===== config.mk =====
export PLATFORM = sky130hd
export DESIGN_NAME = div32_iter_flat
export DESIGN_NICKNAME = d
export VERILOG_FILES = /design/src/rtl/div32_iter_if.sv /design/src/rtl/div32_iter.sv /design/src/flat_wrapper.sv
export SDC_FILE = /design/constraint.sdc
export NUM_CORES = 1
export LEC_CHECK = 0
export ABC_AREA = 1
export CAP_MARGIN = 20
export CORE_MARGIN = 5
export CORE_UTILIZATION = 64
export DETAILED_ROUTE_END_ITERATION = 7
export PLACE_DENSITY = 0.92
export SLEW_MARGIN = 20
export SYNTH_ARGS = -nofsm -noshare
export SYNTH_HDL_FRONTEND = slang
export SYNTH_SLANG_ARGS = --single-unit
export TNS_END_PERCENT = 100

===== constraint.sdc =====
create_clock -name CLK -period 10.55 [get_ports CLK]
set_input_delay 2.11 -clock CLK [delete_from_list [all_inputs] [get_ports CLK]]
set_output_delay 2.11 -clock CLK [all_outputs]
set_load 0.03 [all_outputs]

===== src/rtl/div32_iter_if.sv =====
// Handshake and operand bundle for the iterative 32-bit divider.
// ERR exists only when DIV32_DBZ_ERR_EN is defined.
interface div32_iter_if #(
  parameter int W = 32
);
  logic         START;
  logic         SnU;
  logic [W-1:0] A;
  logic [W-1:0] B;
  logic [W-1:0] HI;
  logic [W-1:0] LO;
  logic         BUSY;
  logic         DONE;
`ifdef DIV32_DBZ_ERR_EN
  logic         ERR;
`endif

`ifdef DIV32_DBZ_ERR_EN
  modport master (
    output START, SnU, A, B,
    input  HI, LO, BUSY, DONE, ERR
  );
  modport slave (
    input  START, SnU, A, B,
    output HI, LO, BUSY, DONE, ERR
  );
`else
  modport master (
    output START, SnU, A, B,
    input  HI, LO, BUSY, DONE
  );
  modport slave (
    input  START, SnU, A, B,
    output HI, LO, BUSY, DONE
  );
`endif
endinterface


===== src/rtl/div32_iter.sv =====
// Restoring divider, one quotient bit per clock: LO=quotient, HI=remainder.
// Optional DIV32_DBZ_ERR_EN adds a sticky-until-next-op divide-by-zero flag.
module div32_iter #(
  parameter int WIDTH = 32,
  parameter int ITERS = 32
) (
  input logic         CLK,
  input logic         RST,
  div32_iter_if.slave bus
);
  localparam int CW = $clog2(ITERS);

  typedef enum logic [1:0] {
    IDLE,
    LOAD,
    ITER,
    FIX
  } state_t;

  state_t           r_state;
  logic [CW-1:0]    r_cnt;
  logic [WIDTH-1:0] r_rem;
  logic [WIDTH-1:0] r_quo;
  logic [WIDTH-1:0] r_div;
  logic [WIDTH-1:0] r_a;
  logic             r_sa;
  logic             r_sb;
  logic             r_dbz;
  logic [WIDTH-1:0] r_hi;
  logic [WIDTH-1:0] r_lo;
  logic             r_busy;
  logic             r_done;

  logic [WIDTH-1:0] w_amag;
  logic [WIDTH-1:0] w_bmag;
  logic [WIDTH:0]   w_sh;
  logic [WIDTH:0]   w_diff;
  logic [WIDTH-1:0] w_qfix;
  logic [WIDTH-1:0] w_rfix;

  assign w_amag = (bus.SnU & bus.A[WIDTH-1]) ? -bus.A : bus.A;
  assign w_bmag = (bus.SnU & bus.B[WIDTH-1]) ? -bus.B : bus.B;

  // Partial remainder stays below the divisor, so 33 bits hold the trial sign
  assign w_sh   = {r_rem, r_quo[WIDTH-1]};
  assign w_diff = w_sh - {1'b0, r_div};
  assign w_qfix = (r_sa ^ r_sb) ? -r_quo : r_quo;
  assign w_rfix = r_sa ? -r_rem : r_rem;

  always_ff @(posedge CLK or posedge RST) begin
    if (RST) begin
      r_state <= IDLE;
      r_cnt   <= '0;
      r_rem   <= '0;
      r_quo   <= '0;
      r_div   <= '0;
      r_a     <= '0;
      r_sa    <= 1'b0;
      r_sb    <= 1'b0;
      r_dbz   <= 1'b0;
      r_hi    <= '0;
      r_lo    <= '0;
      r_busy  <= 1'b0;
      r_done  <= 1'b0;
    end else begin
      r_done <= 1'b0;
      unique case (r_state)
        IDLE, LOAD: begin
          if (bus.START) begin
            r_a     <= bus.A;
            r_quo   <= w_amag;
            r_div   <= w_bmag;
            r_rem   <= '0;
            r_sa    <= bus.A[WIDTH-1] & bus.SnU;
            r_sb    <= bus.B[WIDTH-1] & bus.SnU;
            r_dbz   <= (bus.B == '0);
            r_cnt   <= '0;
            r_busy  <= 1'b1;
            r_state <= ITER;
          end
        end
        ITER: begin
          if (!w_diff[WIDTH]) begin
            r_rem <= w_diff[WIDTH-1:0];
            r_quo <= {r_quo[WIDTH-2:0], 1'b1};
          end else begin
            r_rem <= w_sh[WIDTH-1:0];
            r_quo <= {r_quo[WIDTH-2:0], 1'b0};
          end
          r_cnt <= r_cnt + 1'b1;
          if (r_cnt == CW'(ITERS - 1))
            r_state <= FIX;
        end
        FIX: begin
          r_lo    <= r_dbz ? '1  : w_qfix;
          r_hi    <= r_dbz ? r_a : w_rfix;
          r_done  <= 1'b1;
          r_busy  <= 1'b0;
          r_state <= IDLE;
        end
        default: r_state <= IDLE;
      endcase
    end
  end

`ifdef DIV32_DBZ_ERR_EN
  logic r_err;

  always_ff @(posedge CLK or posedge RST) begin
    if (RST)
      r_err <= 1'b0;
    else if (r_state == FIX)
      r_err <= r_dbz;
  end

  assign bus.ERR = r_err;
`endif

  assign bus.HI   = r_hi;
  assign bus.LO   = r_lo;
  assign bus.BUSY = r_busy;
  assign bus.DONE = r_done;
endmodule

===== src/flat_wrapper.sv =====
// flat-port wrapper written by rule: the top's interface ports become plain ports
module div32_iter_flat 
#(
  parameter int WIDTH = 32,
  parameter int ITERS = 32
)
  (CLK, RST, bus_START, bus_SnU, bus_A, bus_B, bus_HI, bus_LO, bus_BUSY, bus_DONE);
  div32_iter_if bus_i ();
  input logic CLK;
  input logic RST;
  input wire logic [$bits(bus_i.START)-1:0] bus_START;
  input wire logic [$bits(bus_i.SnU)-1:0] bus_SnU;
  input wire logic [$bits(bus_i.A)-1:0] bus_A;
  input wire logic [$bits(bus_i.B)-1:0] bus_B;
  output wire logic [$bits(bus_i.HI)-1:0] bus_HI;
  output wire logic [$bits(bus_i.LO)-1:0] bus_LO;
  output wire logic [$bits(bus_i.BUSY)-1:0] bus_BUSY;
  output wire logic [$bits(bus_i.DONE)-1:0] bus_DONE;
  assign bus_i.START = bus_START;
  assign bus_i.SnU = bus_SnU;
  assign bus_i.A = bus_A;
  assign bus_i.B = bus_B;
  assign bus_HI = bus_i.HI;
  assign bus_LO = bus_i.LO;
  assign bus_BUSY = bus_i.BUSY;
  assign bus_DONE = bus_i.DONE;
  div32_iter #(.WIDTH(WIDTH), .ITERS(ITERS)) u_core (.CLK(CLK), .RST(RST), .bus(bus_i));
endmodule

# --- Word-level counts from Yosys, hierarchy flattened ---
# Index checks and enable logic that the tools add are counted.
classes:
  addsub: 6
  eq_ne: 6
  bitwise_logic: 3
  reduce_logical: 9
  n_mux: 20
op_table:
  columns: ["operator", "n"]
  rows:
  - ["2-to-1 mux 32 bit", 9]
  - ["negation 32 bit", 4]
  - ["case mux 32 bit (2 select lines)", 2]
  - ["subtractor 33 x 32 -> 33 bit", 1]
  - ["logical NOT 32 bit", 1]
  - ["case mux 5 bit (2 select lines)", 1]
  - ["AND reduction 2 bit", 4]
  - ["case mux 2 bit (3 select lines)", 1]
  - ["adder 5 x 1 -> 5 bit (second input constant)", 1]
  - ["equality test 5 bit (second input constant)", 1]
  - ["2-to-1 mux 5 bit", 1]
  - ["equality test 2 bit (second input constant)", 2]
  - ["2-to-1 mux 2 bit", 2]
  - ["nonzero test 2 bit", 2]
  - ["2-to-1 mux 1 bit", 3]
  - ["bitwise AND 1 bit", 2]
  - ["equality test 2 x 1 -> 1 bit (second input constant)", 1]
  - ["logical NOT 2 bit", 1]
  - ["inequality test 2 x 1 -> 1 bit (second input constant)", 1]
  - ["inequality test 2 bit (second input constant)", 1]
  - ["case mux 1 bit (2 select lines)", 1]
  - ["OR reduction 2 bit", 1]
  - ["bitwise XOR 1 bit", 1]
word_totals:
  reg_bits: 204

# --- Logic depth before layout (Yosys ltp) ---
# Gate-level depths: netlist (run 1).
depth:
  ltp_word: 4
  mapped_depth: 18
  mapped_depth_nobuf: 17

# --- Least setup slack after synthesis (run 1) ---
# OpenSTA, ideal clock, no wires.
synth_timing:
  kind: "in2reg"
  start: "input port bus_B[1]"
  end: "register u_core.r_div[20]"
  stages: 11
  slack_ps: 7055
  setup_time_ps: 130
  t_required_ps: 10420
  t_arrival_ps: 3365
  n_path_buf: 0
  cell_sequence: "inv_1 -> ha_1 -> nand3_1 -> nor2_2 -> nand2_1 -> nor2_1 -> nand2_1 -> o21ai_0 -> nand2_1 -> nand3_1 -> o21ai_0"
synth_via:
  elab_chain_cells: 2
synth_lines:
  columns: ["element", "line", "text"]
  rows:
  - ["start, declared", "flat_wrapper.sv:14", "input wire logic [$bits(bus_i.B)-1:0] bus_B;"]
  - ["negation 32 bit", "div32_iter.sv:42", "assign w_bmag = (bus.SnU & bus.B[WIDTH-1]) ? -bus.B : bus.B;"]
  - ["2-to-1 mux 32 bit", "div32_iter.sv:42", null]
  - ["end signal, assigned", "div32_iter.sv:72", "r_div <= w_bmag;"]
  - ["end, declared", "div32_iter.sv:24", "logic [WIDTH-1:0] r_div;"]
# Every way passes these cells.
# A chain may end at the register's enable or synchronous reset.

# --- Final worst setup path (run 1) ---
layout_timing:
  start: "input port bus_START"
  end: "register u_core.r_quo[1]"
layout_via:
  elab_chain_cells: 2
layout_lines:
  columns: ["element", "line", "text"]
  rows:
  - ["start, declared", "flat_wrapper.sv:11", "input wire logic [$bits(bus_i.START)-1:0] bus_START;"]
  - ["inequality test 2 bit (no line)", null, null]
  - ["AND reduction 2 bit (no line)", null, null]
  - ["end signal, assigned", "div32_iter.sv:71", "r_quo <= w_amag;"]
  - ["end signal, assigned", "div32_iter.sv:85", "r_quo <= {r_quo[WIDTH-2:0], 1'b1};"]
  - ["end signal, assigned", "div32_iter.sv:88", "r_quo <= {r_quo[WIDTH-2:0], 1'b0};"]
  - ["end, declared", "div32_iter.sv:23", "logic [WIDTH-1:0] r_quo;"]
# Every way passes these cells.

==> results of run 1 <==
## cell families (layout without fill, tap and decap cells)
group / after synthesis / after routing / share of synthesized area
AO/OA/AOI/OAI: 305 / 305 / 0.120
buffers and inverters: 411 / 519 / 0.111
AND/OR/NAND/NOR: 1229 / 1229 / 0.360
adder cells (fa/ha/maj): 39 / 39 / 0.0334
XOR/XNOR: 53 / 53 / 0.0313
flip-flops: 204 / 204 / 0.344
## power by group
group	total, W	switching (W)	internal (W)
clock network	0.000813	0.000330	0.000483
logic	0.00400	0.00264	0.00136
registers	0.00155	0.000372	0.00117
total	0.00636	0.00334	0.00302
## sequential cells by signal, indices dropped and copies added (netlist names), 2 cells and up
| signal | count |
|---|---|
| u_core.bus.HI | 32 |
| u_core.bus.LO | 32 |
| u_core.r_a | 32 |
| u_core.r_div | 32 |
| u_core.r_quo | 32 |
| u_core.r_rem | 32 |
| u_core.r_cnt | 5 |
| u_core.r_state | 2 |
## area by class of cell
cell class / instances / area [um2]
Clock buffer: 31 / 656
Clock inverter: 7 / 96.3
Fill cell: 1790 / 5700
Inverter: 335 / 1260
Multi-Input combinational cell: 1626 / 8090
Sequential cell: 204 / 5100
Tap cell: 285 / 357
Timing Repair Buffer: 146 / 1440
## through the flow
step | util | hold WS, ns
6_report | 0.749 | 0.471
5_1_grt | 0.749 | 0.488
4_1_cts | 0.748 | 0.467
3_5_place_dp | 0.715 | 0.455
3_3_place_gp | 0.715 | 0.450
2_1_floorplan | - | 0.437
## cell usage after synthesis (2+ instances only)
| cell type | count |
|---|---|
| sky130_fd_sc_hd__nand2_1 | 672 |
| sky130_fd_sc_hd__inv_1 | 323 |
| sky130_fd_sc_hd__nand3_1 | 214 |
| sky130_fd_sc_hd__dfrtp_1 | 204 |
| sky130_fd_sc_hd__nor2_1 | 204 |
| sky130_fd_sc_hd__o21ai_0 | 98 |
| sky130_fd_sc_hd__a21oi_1 | 91 |
| sky130_fd_sc_hd__clkbuf_1 | 43 |
| sky130_fd_sc_hd__xor2_1 | 40 |
| sky130_fd_sc_hd__nand4_1 | 39 |
| sky130_fd_sc_hd__ha_1 | 38 |
| sky130_fd_sc_hd__nand2_2 | 28 |
| sky130_fd_sc_hd__o22ai_1 | 28 |
| sky130_fd_sc_hd__nor3_1 | 22 |
| sky130_fd_sc_hd__a31oi_1 | 20 |
| sky130_fd_sc_hd__o211ai_1 | 14 |
| sky130_fd_sc_hd__buf_2 | 13 |
| sky130_fd_sc_hd__xnor2_1 | 13 |
| sky130_fd_sc_hd__inv_2 | 11 |
| sky130_fd_sc_hd__nand3b_1 | 11 |
| sky130_fd_sc_hd__nand3_2 | 10 |
| sky130_fd_sc_hd__o21bai_1 | 10 |
| sky130_fd_sc_hd__o21ai_1 | 9 |
| sky130_fd_sc_hd__buf_1 | 8 |
| sky130_fd_sc_hd__o31ai_1 | 8 |
| sky130_fd_sc_hd__buf_4 | 6 |
| sky130_fd_sc_hd__a22o_1 | 5 |
| sky130_fd_sc_hd__and2_1 | 5 |
| sky130_fd_sc_hd__nor2_2 | 5 |
| sky130_fd_sc_hd__o221ai_1 | 5 |
| sky130_fd_sc_hd__nand2_4 | 4 |
| sky130_fd_sc_hd__nor4_1 | 4 |
| sky130_fd_sc_hd__or2_2 | 4 |
| sky130_fd_sc_hd__clkbuf_8 | 3 |
| sky130_fd_sc_hd__o21a_1 | 3 |
| sky130_fd_sc_hd__o21ai_2 | 3 |
| sky130_fd_sc_hd__a21oi_4 | 2 |
| sky130_fd_sc_hd__buf_12 | 2 |
| sky130_fd_sc_hd__nand2_8 | 2 |
| sky130_fd_sc_hd__nor2_4 | 2 |
| sky130_fd_sc_hd__o2111ai_1 | 2 |
| sky130_fd_sc_hd__o32ai_1 | 2 |
| sky130_fd_sc_hd__o41ai_1 | 2 |
## per-layer routing
layer | vias up | routed length (um) | share of wire
li1 | 7382 | - | -
met1 | 7361 | 20500 | 0.41
met2 | 1061 | 22300 | 0.44
met3 | 178 | 5610 | 0.11
met4 | 0 | 2020 | 0.040
met5 | - | 0 | 0
## worst register-to-register path, stage by stage (launching register included)
cell and delay [ns]:
sky130_fd_sc_hd__dfrtp_1 0.45, sky130_fd_sc_hd__inv_1 0.12, sky130_fd_sc_hd__nor2_4 0.08, sky130_fd_sc_hd__buf_4 0.52, sky130_fd_sc_hd__inv_1 0.60, sky130_fd_sc_hd__nand2_1 0.17
sky130_fd_sc_hd__buf_4 0.30, sky130_fd_sc_hd__inv_1 0.11, sky130_fd_sc_hd__buf_4 0.31, sky130_fd_sc_hd__nand2_1 0.17, sky130_fd_sc_hd__o221ai_1 0.14
## how the worst max path moves through the flow
stage	start	endpoint	slack, ns
4_1_cts	bus_START	u_core.r_quo[1]	5.90
3_5_place_dp	bus_START	u_core.r_quo[1]	5.38
6_report	bus_START	u_core.r_quo[1]	5.79
2_1_floorplan	RST	u_core.bus.BUSY	2.87
3_3_place_gp	bus_START	u_core.r_quo[1]	5.51
5_1_grt	bus_START	u_core.r_quo[24]	5.72
==> impl_table.tex, run 1 <==
\begin{tabular}{lr}
\hline
Metric & Value \\
\hline
\multicolumn{2}{l}{\textbf{Hold path}} \\
\quad Hold Crit Start & u\_core.r\_cnt[3] \\
\quad Hold Path Stages & 1 \\
\quad Worst min-delay path category & flip-flop to flip-flop \\
\quad WHS Endpoint & u\_core.r\_cnt[3] \\
\multicolumn{2}{l}{\textbf{Setup path}} \\
\quad Critical path required time & between 10 and 15 ns \\
\quad Number of buffer and inverter stages on the critical path & 8 \\
\quad Crit path max fanout & 85 \\
\quad Slowest cell delay on critical path & 0.67 ns \\
\quad CP startpoint kind & input pin \\
\quad Terminus of the critical flop-to-flop path & u\_core.r\_quo[1] \\
\quad CP dominant cell by count & sky130\_fd\_sc\_hd\_\_buf\_4 \\
\quad Flop2flop setup slack & between 7 and 8 ns \\
\quad Worst flop-to-flop path startpoint & u\_core.r\_state[1] \\
\quad Path type of the worst setup path & input pin to flip-flop \\
\quad CP cell instances & clkdlybuf4s50\_1 > inv\_1 > nor2\_4 > buf\_4 > inv\_2 > buf\_4 > nand2\_1 > buf\_4 > inv\_1 > buf\_4 > nand2\_1 > o221ai\_1 \\
\quad Cell with the biggest individual delay on the critical path & sky130\_fd\_sc\_hd\_\_buf\_4 \\
\quad Arrival time of the worst setup path & between 5 and 6 ns \\
\quad Total number of cells along the worst setup path & 12 \\
\quad Endpoint class of the critical path & flip-flop \\
\quad Logic depth of the worst register-to-register path & 10 \\
\quad Crit path max-delay family & buffers and inverters \\
\multicolumn{2}{l}{\textbf{Placed design}} \\
\quad Routability Congestion & 0.995 \\
\quad Total cell area at the placement stage & between 0.015 and 0.02 mm2 \\
\quad Count of input and output buffers & 133 \\
\quad Total instance count after detailed placement & 2595 \\
\quad Worst slack after detailed placement & 5.38 ns \\
\quad Placed wire-length estimate & 37.6 mm \\
\multicolumn{2}{l}{\textbf{Timing}} \\
\quad Final-report max-slew violation count & 0 \\
\quad Count of endpoints failing setup in the final report & 0 \\
\quad Clock tree skew after final layout & 0.0136 ns \\
\quad Final-layout setup total negative slack & 0 ns \\
\quad Setup repair after global routing missed its margin & false \\
\quad Period utilization & 0.452 \\
\quad Post-route worst setup slack & 5.79 ns \\
\quad Worst relative slew slack & 0.282 \\
\quad Final-report hold violation count & 0 \\
\quad Final critical path time including I/O delays and setup & roughly 4.8 ns \\
\quad Transition time at the pin with the least slew margin & about 1.1 ns \\
\quad Highest Clock Rate & 0.210 GHz \\
\multicolumn{2}{l}{\textbf{Final layout}} \\
\quad Most used cells in the layout excluding fill and tap cells & sky130\_fd\_sc\_hd\_\_nand2\_1 (671), sky130\_fd\_sc\_hd\_\_inv\_1 (321), sky130\_fd\_sc\_hd\_\_nand3\_1 (214) \\
\quad Antenna Cells & 0 \\
\quad Layout cell share with drive strength beyond 1 & 0.0545 \\
\quad Commonest non-fill, non-tap cell in the layout & sky130\_fd\_sc\_hd\_\_nand2\_1 \\
\quad Layout net count & 2443 \\
\quad Post-Layout Cell Count & 2634 \\
\quad Growth of design area from synthesis to finish & 14.7\% \\
\quad Post-layout instance area & roughly 0.017 mm2 \\
\multicolumn{2}{l}{\textbf{Synth}} \\
\quad Primary flip-flop cell chosen by synthesis mapping & sky130\_fd\_sc\_hd\_\_dfrtp\_1 \\
\quad Count of synthesis-stage warnings from yosys & 0 \\
\quad Portion of synthesized cell area occupied by the leading cell type & 0.344 \\
\quad Async set or reset register ratio after synthesis & 1.00 \\
\quad Top area cells in the synthesized netlist & sky130\_fd\_sc\_hd\_\_dfrtp\_1 (34\%), sky130\_fd\_sc\_hd\_\_nand2\_1 (17\%), sky130\_fd\_sc\_hd\_\_inv\_1 (8.2\%), sky130\_fd\_sc\_hd\_\_nand3\_1 (7.2\%), sky130\_fd\_sc\_hd\_\_nor2\_1 (5.2\%) \\
\quad Register bit total from synthesis & 204 \\
\quad Part of the Yosys area used for sequential elements & 0.344 \\
\quad Count of flip-flops with a built-in enable after synthesis & 0 \\
\quad Unique masters post-synth & 52 \\
\quad Cells after synthesis & 2241 \\
\quad Yosys top cell by area & sky130\_fd\_sc\_hd\_\_dfrtp\_1 \\
\quad Area of the mapped netlist & between 0.01 and 0.015 mm2 \\
\quad Mean instance size in the synthesized netlist & 6.62 um2 \\
\quad Mapped Nets & 2348 \\
\multicolumn{2}{l}{\textbf{Global routing}} \\
\quad Global Route met2 Usage & 0.583 \\
\quad Global-route wire length before repair & 79.4 mm \\
\quad Residual overflow from global routing & 0 \\
\quad Grt met3 use & 0.0769 \\
\quad Overall Global Routing Usage & 0.373 \\
\quad Largest net degree at the start of global routing & 128 \\
\quad Initial antenna violation count & 0 \\
\quad Via count of the first global-routing pass & 14900 \\
\quad Global Route met1 Usage & 0.525 \\
\quad Most congested layer reported by global routing & met2 \\
\multicolumn{2}{l}{\textbf{Floorplan}} \\
\quad Width of the die & 162 um \\
\quad Die Y-Extent & $\sim$160 um \\
\quad Die area & 0.0263 mm2 \\
\quad Count of standard-cell rows & 55 \\
\quad Placeable core area & 0.0227 mm2 \\
\quad IO Count & 134 \\
\quad Effective utilization at floorplan & 0.653 \\
\multicolumn{2}{l}{\textbf{Power and ir drop}} \\
\quad Power per cell area & around 370 mW/mm2 \\
\quad P\_leak & 8.59 nW \\
\quad Total power consumption of the routed design & 0.00636 W \\
\quad Worst vdd ir & 190 uV \\
\multicolumn{2}{l}{\textbf{Clocking}} \\
\quad Sinks on the clock net & 204 \\
\quad TritonCTS clock tree & done \\
\quad \# Post-CTS Setup Buffers & 0 \\
\quad Number of H-tree levels & 1 \\
\quad Post-CTS sizing & 0 \\
\quad Clock-pin transition on the worst setup and hold timing paths & around 0.06 ns \\
\quad Insertion delay to the later sink of the worst-skew pair & 0.51 ns \\
\quad Clock root buffer & sky130\_fd\_sc\_hd\_\_clkbuf\_16 \\
\quad Clock buffers created by TritonCTS & 23 \\
\quad Max clock buf depth & 3 \\
\quad Hold Buf Count CTS & 0 \\
\multicolumn{2}{l}{\textbf{Routing}} \\
\quad Per-cell routed wire length & 19.1 um \\
\quad Count of vias placed by the detailed router & 16000 \\
\quad Number of detailed-routing iterations run before antenna repair & 7 \\
\quad Drt total wl & 50.4 mm \\
\quad Violation count after the first detailed-route iteration & 2117 \\
\quad Antenna violation net count after detailed routing & 0 \\
\quad Number of design rule violations left after detail routing & 0 \\
\quad Per-cell via count in the routed design & between 6 and 7 \\
\multicolumn{2}{l}{\textbf{Flow run}} \\
\quad Max capacitance violation total & 0 \\
\multicolumn{2}{l}{\textbf{Run status}} \\
\quad Outcome & finished, final reports clean \\
\hline
\end{tabular}
No activity file was read; power rests on OpenSTA's default activity.
==> run 2: changes to the inputs <==
- CORE_UTILIZATION: 64 -> 59
- PLACE_DENSITY: 0.92 -> 0.86
- clock period: 10.55 -> 4.9 ns (I/O delays scaled with it)
==> impl_table.tex, run 2 (synthesis results as in run 1) <==
\begin{tabular}{lr}
\hline
Metric & Value \\
\hline
\multicolumn{2}{l}{\textbf{Routing}} \\
\quad Per-cell routed wire length & 17.9 um (-6.4\%) \\
\quad Number of design rule violations left after detail routing & 0 (unchanged) \\
\quad Count of vias placed by the detailed router & 15300 (-4.0\%) \\
\quad Violation count after the first detailed-route iteration & 1737 (-18\%) \\
\quad Drt total wl & 48.0 mm (-4.7\%) \\
\quad Antenna violation net count after detailed routing & 0 (unchanged) \\
\quad Per-cell via count in the routed design & 5.72 (-5.7\%) \\
\quad Number of detailed-routing iterations run before antenna repair & 6 (-1) \\
\multicolumn{2}{l}{\textbf{Setup path}} \\
\quad Endpoint class of the critical path & flip-flop \\
\quad Worst flop-to-flop path startpoint & u\_core.r\_state[1] \\
\quad Terminus of the critical flop-to-flop path & u\_core.r\_quo[26] \\
\quad Number of buffer and inverter stages on the critical path & 5 (-3) \\
\quad Logic depth of the worst register-to-register path & 8 (-2) \\
\quad Critical path required time & 5.36 ns (-5.52 ns) \\
\quad CP cell instances & clkdlybuf4s50\_1 > inv\_1 > nor2\_4 > inv\_2 > nand2\_1 > inv\_1 > buf\_4 > nand2\_1 > nand4\_1 \\
\quad CP startpoint kind & input pin \\
\quad Slowest cell delay on critical path & 0.61 ns (-0.06 ns) \\
\quad Cell with the biggest individual delay on the critical path & sky130\_fd\_sc\_hd\_\_nand2\_1 \\
\quad Total number of cells along the worst setup path & 9 (-3) \\
\quad Crit path max-delay family & buffers and inverters \\
\quad Arrival time of the worst setup path & 3.70 ns (-1.39 ns) \\
\quad Crit path max fanout & 42 (-51\%) \\
\quad Flop2flop setup slack & 1.81 ns (-5.58 ns) \\
\quad Path type of the worst setup path & input pin to flip-flop \\
\multicolumn{2}{l}{\textbf{Floorplan}} \\
\quad IO Count & 134 (unchanged) \\
\quad Die Y-Extent & 169 um (+3.9\%) \\
\quad Die area & 0.0284 mm2 (+7.9\%) \\
\quad Width of the die & 169 um (+3.9\%) \\
\quad Count of standard-cell rows & 58 (+5.5\%) \\
\quad Placeable core area & 0.0250 mm2 (+9.9\%) \\
\quad Effective utilization at floorplan & 0.594 (-0.0590) \\
\multicolumn{2}{l}{\textbf{Final layout}} \\
\quad Most used cells in the layout excluding fill and tap cells & sky130\_fd\_sc\_hd\_\_nand2\_1 (671), sky130\_fd\_sc\_hd\_\_inv\_1 (320), sky130\_fd\_sc\_hd\_\_nand3\_1 (214) \\
\quad Commonest non-fill, non-tap cell in the layout & sky130\_fd\_sc\_hd\_\_nand2\_1 \\
\quad \# fillers & 2226 (+24\%) \\
\quad Core Util, Final & 0.688 (-0.0607) \\
\quad Layout cell share with drive strength beyond 1 & 0.0569 (+0.00246) \\
\quad Growth of design area from synthesis to finish & 15.8\% \\
\quad Layout net count & 2445 (+0.082\%) \\
\quad Antenna Cells & 0 (unchanged) \\
\multicolumn{2}{l}{\textbf{Global routing}} \\
\quad Residual overflow from global routing & 0 (unchanged) \\
\quad Largest net degree at the start of global routing & 93 (-27\%) \\
\quad Via count of the first global-routing pass & 14300 (-3.8\%) \\
\quad Global-route wire length before repair & 76.1 mm (-4.2\%) \\
\quad Initial antenna violation count & 0 (unchanged) \\
\quad Overall Global Routing Usage & 0.332 (-0.0416) \\
\multicolumn{2}{l}{\textbf{Timing}} \\
\quad Highest Clock Rate & just over 0.3 GHz \\
\quad Final-report max-slew violation count & 0 (unchanged) \\
\quad Final-report hold violation count & 0 (unchanged) \\
\quad Clock tree skew after final layout & 0.0138 ns (+0.000208 ns) \\
\quad Period utilization & 0.663 \\
\quad Worst Hold Slack & 0.474 ns (+0.00303 ns) \\
\quad Final critical path time including I/O delays and setup & 3.25 ns \\
\quad Setup repair after global routing missed its margin & false \\
\quad Transition time at the pin with the least slew margin & 1.03 ns (-0.0284 ns) \\
\quad Post-route worst setup slack & 1.65 ns (-4.13 ns) \\
\quad Worst relative slew slack & 0.301 (+0.0192) \\
\quad Count of endpoints failing setup in the final report & 0 (unchanged) \\
\quad Final-layout setup total negative slack & 0 ns (unchanged) \\
\multicolumn{2}{l}{\textbf{Clocking}} \\
\quad Clock-pin transition on the worst setup and hold timing paths & 0.06 ns (about the same) \\
\quad Clock root buffer & sky130\_fd\_sc\_hd\_\_clkbuf\_16 \\
\quad TritonCTS clock tree & done \\
\quad Max clock buf depth & 3 (unchanged) \\
\quad Hold Buf Count CTS & 0 (unchanged) \\
\quad Insertion delay to the later sink of the worst-skew pair & 0.52 ns (about the same) \\
\quad \# Post-CTS Setup Buffers & 0 (unchanged) \\
\quad Sinks on the clock net & 204 (unchanged) \\
\quad Clock buffers created by TritonCTS & 24 (+4.3\%) \\
\quad Post-CTS sizing & 0 (unchanged) \\
\quad Number of H-tree levels & 1 (unchanged) \\
\multicolumn{2}{l}{\textbf{Placed design}} \\
\quad Worst slack after detailed placement & 1.22 ns (-4.16 ns) \\
\quad Routability Congestion & 1.02 (+2.7\%) \\
\quad Count of input and output buffers & 133 (unchanged) \\
\quad Placed wire-length estimate & 37.4 mm (-0.41\%) \\
\multicolumn{2}{l}{\textbf{Power and ir drop}} \\
\quad Total power consumption of the routed design & 0.0137 W (+120\%) \\
\quad Worst vdd ir & 473 uV (+150\%) \\
\quad Power per cell area & 796 mW/mm2 (+110\%) \\
\quad P\_leak & 8.64 nW (+0.60\%) \\
\multicolumn{2}{l}{\textbf{Hold path}} \\
\quad WHS Endpoint & u\_core.r\_cnt[3] \\
\quad Hold Crit Start & u\_core.r\_cnt[3] \\
\quad Worst min-delay path category & flip-flop to flip-flop \\
\quad Hold Path Stages & 1 (unchanged) \\
\multicolumn{2}{l}{\textbf{Run status}} \\
\quad Outcome & finished, final reports clean \\
\multicolumn{2}{l}{\textbf{Flow run}} \\
\quad Max capacitance violation total & 0 (unchanged) \\
\hline
\end{tabular}
run 2: cell count changes in the layout (fill, tap and decap cells not counted), sizes merged:
cell | previous run | this run
clkinvlp | 2 | 3
buf | 13 | 14
bufinv | 2 | 3
clkinv | 3 | 4
run 2: worst max-delay path by stage:
stage / end / startpoint
floorplan: u_core.bus.BUSY / RST
global placement: u_core.r_quo[28] / bus_START
detailed placement: u_core.r_quo[26] / bus_START
CTS: u_core.r_quo[26] / bus_START
global route: u_core.r_quo[27] / bus_START
finish: u_core.r_quo[26] / bus_START
run 2: cell type report:
cell class	count	area, um2	share of cell area
multi-input combinational	1626	8090	0.471
sequential	204	5100	0.297
clock inverter	10	140	0.00816
inverter	335	1260	0.0734
timing repair buffer	147	1480	0.0862
clock buffer	31	688	0.0401
tap	330	413	0.0240
run 2: metal layers:
metal	vias to the layer above	part of all wire	GRT usage
met5	-	0	0
met3	128	0.085	0.0528
met1	7046	0.41	0.441
met2	766	0.45	0.534
met4	0	0.054	0.156
li1	7404	-	-
run 2: power by group:
part | leakage [nW] | switching (W) | internal [W] | total, W
Sequential | 2.38 | 0.000782 | 0.00253 | 0.00331
Combinational | 5.86 | 0.00556 | 0.00293 | 0.00849
Clock | 0.404 | 0.000730 | 0.00115 | 0.00188
run 2: per-stage QoR:
stage               area (um2)  instances
floorplan                14800       2241
global placement         16300       2641
detailed placement       16400       2642
CTS                      17200       2683
global route             17200       2683
finish                   17200       2683
